===== config.mk =====
export PLATFORM = sky130hd
export DESIGN_NAME = pipelined_controller_hz
export DESIGN_NICKNAME = d
export VERILOG_FILES = /design/src/rtl/pipelined_controller_hz.sv
export SDC_FILE = /design/constraint.sdc
export NUM_CORES = 1
export LEC_CHECK = 0
export BUFFER_PORTS_ARGS = -buffer_cell sky130_fd_sc_hd__buf_2
export CORE_ASPECT_RATIO = 0.9
export CORE_MARGIN = 2
export CORE_UTILIZATION = 50
export CTS_BUF_LIST = sky130_fd_sc_hd__clkbuf_4
export DETAILED_ROUTE_END_ITERATION = 10
export PLACE_DENSITY = 0.83
export SLEW_MARGIN = 5
export SYNTH_ARGS = -nofsm -noshare
export SYNTH_HDL_FRONTEND = slang
export SYNTH_SLANG_ARGS = --single-unit

===== constraint.sdc =====
create_clock -name clk -period 3.84 [get_ports clk]
set_input_delay 0.576 -clock clk [delete_from_list [all_inputs] [get_ports clk]]
set_output_delay 0.576 -clock clk [all_outputs]
set_load 0.1 [all_outputs]

===== src/rtl/pipelined_controller_hz.sv =====
// RV32I control unit: decodes in D and carries control bits through the E/M/W pipeline registers.
// Define CONTROLLER_UNSIGNED_BRANCH_EN to accept BLTU/BGEU/SLTU/SLTIU; otherwise they decode as illegal.
module pipelined_controller_hz #(
    parameter int ALUCTRL_W = 4,
    parameter int CNT_W     = 32
) (
    input  logic                 clk,
    input  logic                 reset,
    input  logic [6:0]           op,
    input  logic [2:0]           funct3,
    input  logic                 funct7b5,
    input  logic                 InstrValidD,
    input  logic                 FlushE,
    input  logic                 ZeroE,
    input  logic                 NegativeE,
    input  logic                 OverflowE,
    input  logic                 CarryE,
    output logic [2:0]           ImmSrcD,
    output logic                 IllegalD,
    output logic                 PCSrcE,
    output logic                 PCTargetSrcE,
    output logic [ALUCTRL_W-1:0] ALUControlE,
    output logic                 ALUSrcAE,
    output logic                 ALUSrcBE,
    output logic [1:0]           ResultSrcE,
    output logic                 RegWriteM,
    output logic                 MemWriteM,
    output logic                 RegWriteW,
    output logic [1:0]           ResultSrcW,
    output logic [CNT_W-1:0]     RetireCount
);
    localparam logic [3:0] ALU_ADD = 4'd0, ALU_SUB = 4'd1, ALU_AND = 4'd2, ALU_OR = 4'd3,
                           ALU_XOR = 4'd4, ALU_SLT = 4'd5, ALU_SLTU = 4'd6, ALU_SLL = 4'd7,
                           ALU_SRL = 4'd8, ALU_SRA = 4'd9;

    function automatic logic [3:0] aluOp(input logic [2:0] f3, input logic f7, input logic isR);
        case (f3)
            3'b000:  aluOp = (isR && f7) ? ALU_SUB : ALU_ADD;
            3'b001:  aluOp = ALU_SLL;
            3'b010:  aluOp = ALU_SLT;
            3'b011:  aluOp = ALU_SLTU;
            3'b100:  aluOp = ALU_XOR;
            3'b101:  aluOp = f7 ? ALU_SRA : ALU_SRL;
            3'b110:  aluOp = ALU_OR;
            default: aluOp = ALU_AND;
        endcase
    endfunction

    logic       regWriteD, memWriteD, branchD, jumpD, aluSrcAD, aluSrcBD, pcTargetSrcD;
    logic [1:0] resultSrcD;
    logic [3:0] aluCtrlD;
    logic       legalD, unsignedOpD, loadD;

    always_comb begin
        regWriteD    = 1'b0;
        memWriteD    = 1'b0;
        branchD      = 1'b0;
        jumpD        = 1'b0;
        aluSrcAD     = 1'b0;
        aluSrcBD     = 1'b0;
        pcTargetSrcD = 1'b0;
        resultSrcD   = 2'd0;
        aluCtrlD     = ALU_ADD;
        ImmSrcD      = 3'd0;
        legalD       = 1'b1;
        unsignedOpD  = 1'b0;
        case (op)
            7'b0000011: begin legalD = (funct3 == 3'b010); regWriteD = 1'b1; resultSrcD = 2'd1; aluSrcBD = 1'b1; end
            7'b0100011: begin legalD = (funct3 == 3'b010); memWriteD = 1'b1; aluSrcBD = 1'b1; ImmSrcD = 3'd1; end
            7'b0110011: begin
                regWriteD   = 1'b1;
                aluCtrlD    = aluOp(funct3, funct7b5, 1'b1);
                unsignedOpD = (funct3 == 3'b011);
            end
            7'b0010011: begin
                regWriteD   = 1'b1;
                aluSrcBD    = 1'b1;
                aluCtrlD    = aluOp(funct3, funct7b5, 1'b0);
                unsignedOpD = (funct3 == 3'b011);
            end
            7'b1100011: begin
                legalD      = (funct3[2:1] != 2'b01);
                branchD     = 1'b1;
                aluCtrlD    = ALU_SUB;
                ImmSrcD     = 3'd2;
                unsignedOpD = (funct3[2:1] == 2'b11);
            end
            7'b1101111: begin regWriteD = 1'b1; jumpD = 1'b1; resultSrcD = 2'd2; ImmSrcD = 3'd3; end
            7'b1100111: begin
                legalD       = (funct3 == 3'b000);
                regWriteD    = 1'b1;
                jumpD        = 1'b1;
                resultSrcD   = 2'd2;
                aluSrcBD     = 1'b1;
                pcTargetSrcD = 1'b1;
            end
            7'b0110111: begin regWriteD = 1'b1; resultSrcD = 2'd3; aluSrcBD = 1'b1; ImmSrcD = 3'd4; end
            7'b0010111: begin regWriteD = 1'b1; aluSrcAD = 1'b1; aluSrcBD = 1'b1; ImmSrcD = 3'd4; end
            default:    legalD = 1'b0;
        endcase
`ifndef CONTROLLER_UNSIGNED_BRANCH_EN
        if (unsignedOpD) legalD = 1'b0;
`endif
    end

    assign IllegalD = InstrValidD & ~legalD;
    // Invalid or illegal instructions enter E as a zeroed bubble, same as a flush.
    assign loadD    = InstrValidD & legalD & ~FlushE;

    logic                 validE, regWriteE, memWriteE, branchE, jumpE;
    logic [2:0]           funct3E;
    logic                 validM, regWriteMq, memWriteMq;
    logic [1:0]           resultSrcM;
    logic                 validW, regWriteWq;

    always_ff @(posedge clk or posedge reset) begin
        if (reset) begin
            validE       <= 1'b0;
            regWriteE    <= 1'b0;
            memWriteE    <= 1'b0;
            branchE      <= 1'b0;
            jumpE        <= 1'b0;
            funct3E      <= 3'd0;
            PCTargetSrcE <= 1'b0;
            ALUControlE  <= '0;
            ALUSrcAE     <= 1'b0;
            ALUSrcBE     <= 1'b0;
            ResultSrcE   <= 2'd0;
        end else if (!loadD) begin
            validE       <= 1'b0;
            regWriteE    <= 1'b0;
            memWriteE    <= 1'b0;
            branchE      <= 1'b0;
            jumpE        <= 1'b0;
            funct3E      <= 3'd0;
            PCTargetSrcE <= 1'b0;
            ALUControlE  <= '0;
            ALUSrcAE     <= 1'b0;
            ALUSrcBE     <= 1'b0;
            ResultSrcE   <= 2'd0;
        end else begin
            validE       <= 1'b1;
            regWriteE    <= regWriteD;
            memWriteE    <= memWriteD;
            branchE      <= branchD;
            jumpE        <= jumpD;
            funct3E      <= funct3;
            PCTargetSrcE <= pcTargetSrcD;
            ALUControlE  <= ALUCTRL_W'(aluCtrlD);
            ALUSrcAE     <= aluSrcAD;
            ALUSrcBE     <= aluSrcBD;
            ResultSrcE   <= resultSrcD;
        end
    end

    always_ff @(posedge clk or posedge reset) begin
        if (reset) begin
            validM      <= 1'b0;
            regWriteMq  <= 1'b0;
            memWriteMq  <= 1'b0;
            resultSrcM  <= 2'd0;
            validW      <= 1'b0;
            regWriteWq  <= 1'b0;
            ResultSrcW  <= 2'd0;
            RetireCount <= '0;
        end else begin
            validM      <= validE;
            regWriteMq  <= regWriteE;
            memWriteMq  <= memWriteE;
            resultSrcM  <= ResultSrcE;
            validW      <= validM;
            regWriteWq  <= regWriteMq;
            ResultSrcW  <= resultSrcM;
            if (validW) RetireCount <= RetireCount + 1'b1;
        end
    end

    // Flags come from A-B; Carry set means no borrow, so unsigned less-than is ~C.
    logic condE;
    always_comb begin
        condE = 1'b0;
        case (funct3E)
            3'b000:  condE = ZeroE;
            3'b001:  condE = ~ZeroE;
            3'b100:  condE = NegativeE ^ OverflowE;
            3'b101:  condE = ~(NegativeE ^ OverflowE);
`ifdef CONTROLLER_UNSIGNED_BRANCH_EN
            3'b110:  condE = ~CarryE;
            3'b111:  condE = CarryE;
`endif
            default: condE = 1'b0;
        endcase
    end

`ifndef CONTROLLER_UNSIGNED_BRANCH_EN
    logic unusedCarry;
    assign unusedCarry = CarryE;
`endif

    assign PCSrcE    = validE & (jumpE | (branchE & condE));
    assign RegWriteM = regWriteMq & validM;
    assign MemWriteM = memWriteMq & validM;
    assign RegWriteW = regWriteWq & validW;
endmodule


**Yosys cells after proc, flatten, opt, wreduce, memory -nomap -nowiden**

Cells that the tools add are included.

- Add/sub/neg operators: 1
- Eq/ne operators: 20
- Muxes and demuxes: 29
- Bitwise operators: 14
- Reductions and logical operators: 9

Operator list:

| operator | number |
|---|---|
| $pmux W4 S7 | 2 |
| $add A32 B1 Y32 const B | 1 |
| $eq A7 B6 Y1 const B | 3 |
| $eq A7 B7 Y1 const B | 3 |
| $mux W1 | 18 |
| $eq A3 B3 Y1 const B | 5 |
| $eq A7 B5 Y1 const B | 2 |
| $pmux W3 S4 | 1 |
| $pmux W4 S3 | 1 |
| $and A1 B1 Y1 | 8 |
| $pmux W1 S4 | 2 |
| $reduce_or A2 Y1 | 4 |
| $eq A7 B2 Y1 const B | 1 |
| $reduce_or A7 Y1 | 1 |
| $eq A3 B1 Y1 const B | 2 |
| $eq A3 B2 Y1 const B | 2 |
| $logic_not A3 Y1 | 2 |
| $pmux W2 S3 | 1 |
| $reduce_or A6 Y1 | 1 |
| $reduce_or A5 Y1 | 1 |
| $mux W4 | 1 |
| $not A1 Y1 | 4 |
| $mux W3 | 1 |
| $eq A2 B2 Y1 const B | 1 |
| other kinds (5) | 5 |

- Register bits: 58
- Input bits: 19
- Output and inout port bits: 51
- Word-level logic and storage cells: 92

**Logic depth before layout (Yosys ltp)**

- Word-level depth: 7
- Gate-level depth with buffers: 6
- Gate-level depth less buffers: 5

**Least setup slack after synthesis**

No wires, ideal clock.

- Path type: input -> output
- From: input op[3]
- To: output ImmSrcD[0]
- Arrival: 3.382 ns
- Required time: 3.264 ns
- Setup slack: -0.118 ns
- Cell stages on the path: 3
- Path buffers: 1
- Cell sequence: clkbuf_1 > or3_1 > a211oi_1

- Word-level cells in the longest chain between the ends: 3
- Elaborated cells on any way between the ends: 7
- Those cells by class: eq/ne (5); mux (1); reduce/logical (1)

Ends and longest elaborated chain:

| item | line | text |
|---|---|---|
| start: declaration | 9 | `input logic [6:0] op,` |
| $eq A7 B5 Y1 / $eq A7 B6 Y1 (equally long branches) | 67 | `case (op)` |
| $reduce_or A2 Y1 (no source line) | - |  |
| $pmux W3 S4 * | 67 |  |
| end: declaration | 18 | `output logic [2:0] ImmSrcD,` |

Every way passes the cells marked *; elsewhere a longest branch is shown, timed or not.

**Final worst setup path**

- From: input op[6]
- To: output IllegalD

- Word-level cells in the longest chain between the ends: 6
- Elaborated cells on any way between the ends: 17
- Those cells by class: eq/ne (9); mux (3); bitwise (2); reduce/logical (3)

Ends and longest elaborated chain:

| item | line | text |
|---|---|---|
| $eq A7 B5 Y1 (tied with other cells) | 67 |  |
| $reduce_or A5 Y1 (no source line) / $reduce_or A2 Y1 (equally long branches) | - |  |
| $pmux W1 S4 / $pmux W1 S2 (equally long branches) | 67 |  |
| $mux W1 * | 102 | `if (unsignedOpD) legalD = 1'b0;` |
| $not A1 Y1 * | 106 | `assign IllegalD = InstrValidD & ~legalD;` |
| $and A1 B1 Y1 * | 106 |  |
| end: declaration | 19 | `output logic IllegalD,` |

Marked as above.

==> qor.log <==
[outcome] run status finished clean
[worst_setup_path] required time at the worst-slack endpoint 3260 ps
[sta] maximum clock frequency 362 MHz
[clock_tree] Clock Tree Root sky130_fd_sc_hd__clkbuf_4
[worst_setup_path] worst-path cell chain buf_2 -> nor2b_1 -> a22oi_1 -> o31ai_1 -> o21a_1 -> buf_2
[worst_setup_path] critical path's slowest cell sky130_fd_sc_hd__buf_2
[clock_tree] H-Tree Level Count 3
[final_layout] area grow syn2layout 19.3%
[final_layout] total of fill cells in the finished design 450
[yosys] post-synthesis async set-or-reset flop share 100%
[placed_design] count of buffers inserted at the top-level ports 68
[floorplan] die extent in x 81.6 um
[yosys] basic-gate share of the synthesized area counting and, or, nand and nor cells 22.6%
[placed_design] global placer's final weighted congestion 0.871
[sta] minimum clock period 2760 ps
[floorplan] number of rows created at floorplan 25
[yosys] fraction of synthesized cell area in xor and xnor cells 11.0%
[grt] overflow left after global routing 0
[routing] antenna-violating nets left 0
[clock_tree] hold-fix buffers at CTS 0
[yosys] synthesized-area fraction occupied by ao, oa, aoi and oai cells 7.99%
[worst_setup_path] data arrival time of the worst path 2190 ps
[worst_setup_path] maximum single-stage delay on the critical path 410 ps
[sta] relative slew slack 41.8%
[routing] final routed DRC violation total 0
[floorplan] DIE AREA 6030 sq um
[placed_design] post-placement worst setup slack 1080 ps
[worst_hold_path] HP Class in2async
[routing] DRT Pass-1 Iters 4
[yosys] post-synthesis instance area 2710 sq um
[placed_design] dpl hpwl 4070 um
[clock_tree] total clock sinks 58
[routing] DR vias/cell 5.40
[routing] Routed WL 5560 um
[worst_setup_path] kind of start point of the critical path input port
[sta] RSZ-0062 raised after global routing false
[routing] routed length per instance 14.2 um
[grt] global-route wire length before repair 9420 um
[clock_tree] post-CTS repair timing setup buffer count 0
[clock_tree] clock-pin transition on the worst setup and hold timing paths 100 ps
[grt] GRT Total Usage 21.0%
[sta] count of endpoints failing setup in the final report 0
[floorplan] initial core utilization 51.6%
[clock_tree] PostCTS Resize Cnt 0
[yosys] largest family of logic cells by synthesized area simple AND/OR/NAND/NOR gates
[worst_setup_path] start-to-end type of the worst setup path in2out
[yosys] library cell occupying the most area in the post-synthesis netlist sky130_fd_sc_hd__dfrtp_1
[worst_setup_path] largest fanout of any net on the critical path 11
[pwr] leakage power total 1.61 nW
[clock_tree] maximum count of clock buffers along a single path 2
[yosys] part of the Yosys area used for sequential elements 53.6%
[yosys] Synthesis Warnings 0
[routing] via count 2117
[clock_tree] CTS tree done
[yosys] average cell area after synthesis 10.8 sq um
[floorplan] area inside the core boundary 5260 sq um
[yosys] number of flops mapped to enable cells by yosys 0
[final_layout] share of layout cells above drive strength 1 30.8%
[sta] post-route clock period utilization 72.0%
[yosys] post-synthesis cell count 250
[pwr] Worst VDD drop 241 uV
[yosys] share of cell area taken by muxes after synthesis 0.416%
[floorplan] top-level port count 70
[final_layout] antenna diode instance count 0
[sta] final setup margin 1080 ps
[routing] number of DRC markers in iteration 0 87
[sta] fin. max-slew vios 0
[grt] maximum number of pins on one net before global-route repair 45
[pwr] power density of the placed cells 365 nW/um^2
[yosys] synth unique cells 46
[yosys] proportion of netlist area held by the largest area contributor 53.6%
[floorplan] Die Ht 73.8 um
[clock_tree] CTS buffer count 9
[yosys] flip-flop cell with the highest count after synthesis sky130_fd_sc_hd__dfrtp_1
[clock_tree] clock network latency to the later pin of the worst-skew pair 390 ps
[final_layout] number of nets in the final layout 340
[worst_setup_path] kind of capture point of the worst setup path primary output
[sta] Final Hold Fails 0
[grt] number of global-route vias before repair 2008
[yosys] Net Count, Synth 270
[worst_setup_path] cell type with the highest occurrence count on the critical path sky130_fd_sc_hd__buf_2
[yosys] area share of fa/ha/maj cells after synthesis 0.462%
[sta] worst clock skew 8.66 ps
[sta] worst hold slack 352 ps
[final_layout] most frequent standard cell in the layout excluding fill and tap cells sky130_fd_sc_hd__buf_2
[sta] transition at the pin with the smallest max-transition slack 872 ps
[final_layout] top library cells by usage in the layout, fill and taps aside sky130_fd_sc_hd__buf_2 (68), sky130_fd_sc_hd__dfrtp_1 (58), sky130_fd_sc_hd__xnor2_1 (20), sky130_fd_sc_hd__nor2_1 (18), sky130_fd_sc_hd__nor3_1 (15)
[grt] initial antenna violation count 0
[yosys] number of register bits inferred by synthesis 58
[yosys] top post-synthesis cells by area sky130_fd_sc_hd__dfrtp_1 (54%), sky130_fd_sc_hd__xnor2_1 (6.5%), sky130_fd_sc_hd__xor2_1 (4.5%)
[job] Max Cap Violations 0
[sta] Fin Setup TNS 0 ps
==> worst max-delay path, delay by kind of cell <==
| kind | cells | cell delay, ps |
|---|---|---|
| compound gates | 3 | 690 |
| buf+inv | 2 | 580 |
| simple gates | 1 | 330 |
==> flip-flops by register name (all words and copies together) (netlist names), 2 cells and up <==
signal / cells
resultSrcM: 2
funct3E: 3
ALUControlE: 4
RetireCount: 32
ResultSrcW: 2
ResultSrcE: 2
==> synth_stat cells, types with 2 or more instances <==
cell and n:
sky130_fd_sc_hd__a211oi_1 3, sky130_fd_sc_hd__a21oi_1 4, sky130_fd_sc_hd__a31oi_1 2, sky130_fd_sc_hd__and2_1 3, sky130_fd_sc_hd__and3_1 4, sky130_fd_sc_hd__and3b_1 2, sky130_fd_sc_hd__buf_2 5, sky130_fd_sc_hd__clkbuf_1 5
sky130_fd_sc_hd__dfrtp_1 58, sky130_fd_sc_hd__inv_1 14, sky130_fd_sc_hd__nand2_1 14, sky130_fd_sc_hd__nand3_1 13, sky130_fd_sc_hd__nand3b_1 2, sky130_fd_sc_hd__nand4_1 10, sky130_fd_sc_hd__nor2_1 18, sky130_fd_sc_hd__nor2b_1 2
sky130_fd_sc_hd__nor3_1 15, sky130_fd_sc_hd__nor3b_1 2, sky130_fd_sc_hd__nor4_1 7, sky130_fd_sc_hd__nor4_2 2, sky130_fd_sc_hd__nor4b_2 2, sky130_fd_sc_hd__o21ai_0 4, sky130_fd_sc_hd__or3_1 4, sky130_fd_sc_hd__xnor2_1 20
sky130_fd_sc_hd__xor2_1 14
==> layout make-up <==
| class | instances | area (sq um) | area share, % |
|---|---|---|---|
| Clock buffer | 12 | 90.1 | 2.79 |
| Clock inverter | 4 | 42.5 | 1.32 |
| Inverter | 14 | 52.6 | 1.63 |
| Multi-Input combinational cell | 167 | 1160 | 35.8 |
| Sequential cell | 58 | 1450 | 44.9 |
| Tap cell | 67 | 83.8 | 2.59 |
| Timing Repair Buffer | 70 | 355 | 11.0 |
==> cell families (layout without fill, tap and decap cells) <==
logic type,count (synthesis),count (layout)
AND/OR/NAND/NOR,107,107
adder cells (fa/ha/maj),1,1
AO/OA/AOI/OAI,24,24
buffers and inverters,25,100
multiplexers,1,1
XOR/XNOR,34,34
flip-flops,58,58
==> power by group <==
part	internal [mW]	total, mW	leakage [nW]	switching, mW
Sequential	0.616	0.625	0.809	0.00838
Combinational	0.0285	0.128	0.725	0.0997
Clock	0.216	0.426	0.0764	0.210
Total	0.861	1.18	1.61	0.318
==> path summary, 6_finish.rpt <==
path / endpoint / start / cells after the start / slack [ps]
setup / recovery: IllegalD / op[6] / 6 / 1080
hold / removal: ALUControlE[2] / reset / 2 / 350
setup reg to reg: RetireCount[28] / RetireCount[0] / 5 / 1840
hold reg to reg: regWriteMq / regWriteE / 0 / 350
max in group asynchronous: RetireCount[18] / reset / 3 / 2740
min in group clk: regWriteMq / regWriteE / 0 / 350
==> per-layer routing <==
metal  track usage (%)  wire (um)
met1              28.7       2490
met2              31.3       2620
met3              4.55        352
met4              11.1         96
met5                 0          0
==> through the flow <==
stage | utilization [%] | total power, mW | cells | area, sq um
6_report | 61.5 | 1.18 | 392 | 3230
5_1_grt | 61.5 | 1.23 | 392 | 3230
4_1_cts | 61.5 | 1.19 | 392 | 3230
3_5_place_dp | 59.0 | 0.767 | 376 | 3100
3_3_place_gp | 59.0 | 0.762 | 376 | 3100
2_1_floorplan | - | 0.736 | 250 | 2720
(Power assumes the default switching activity.)
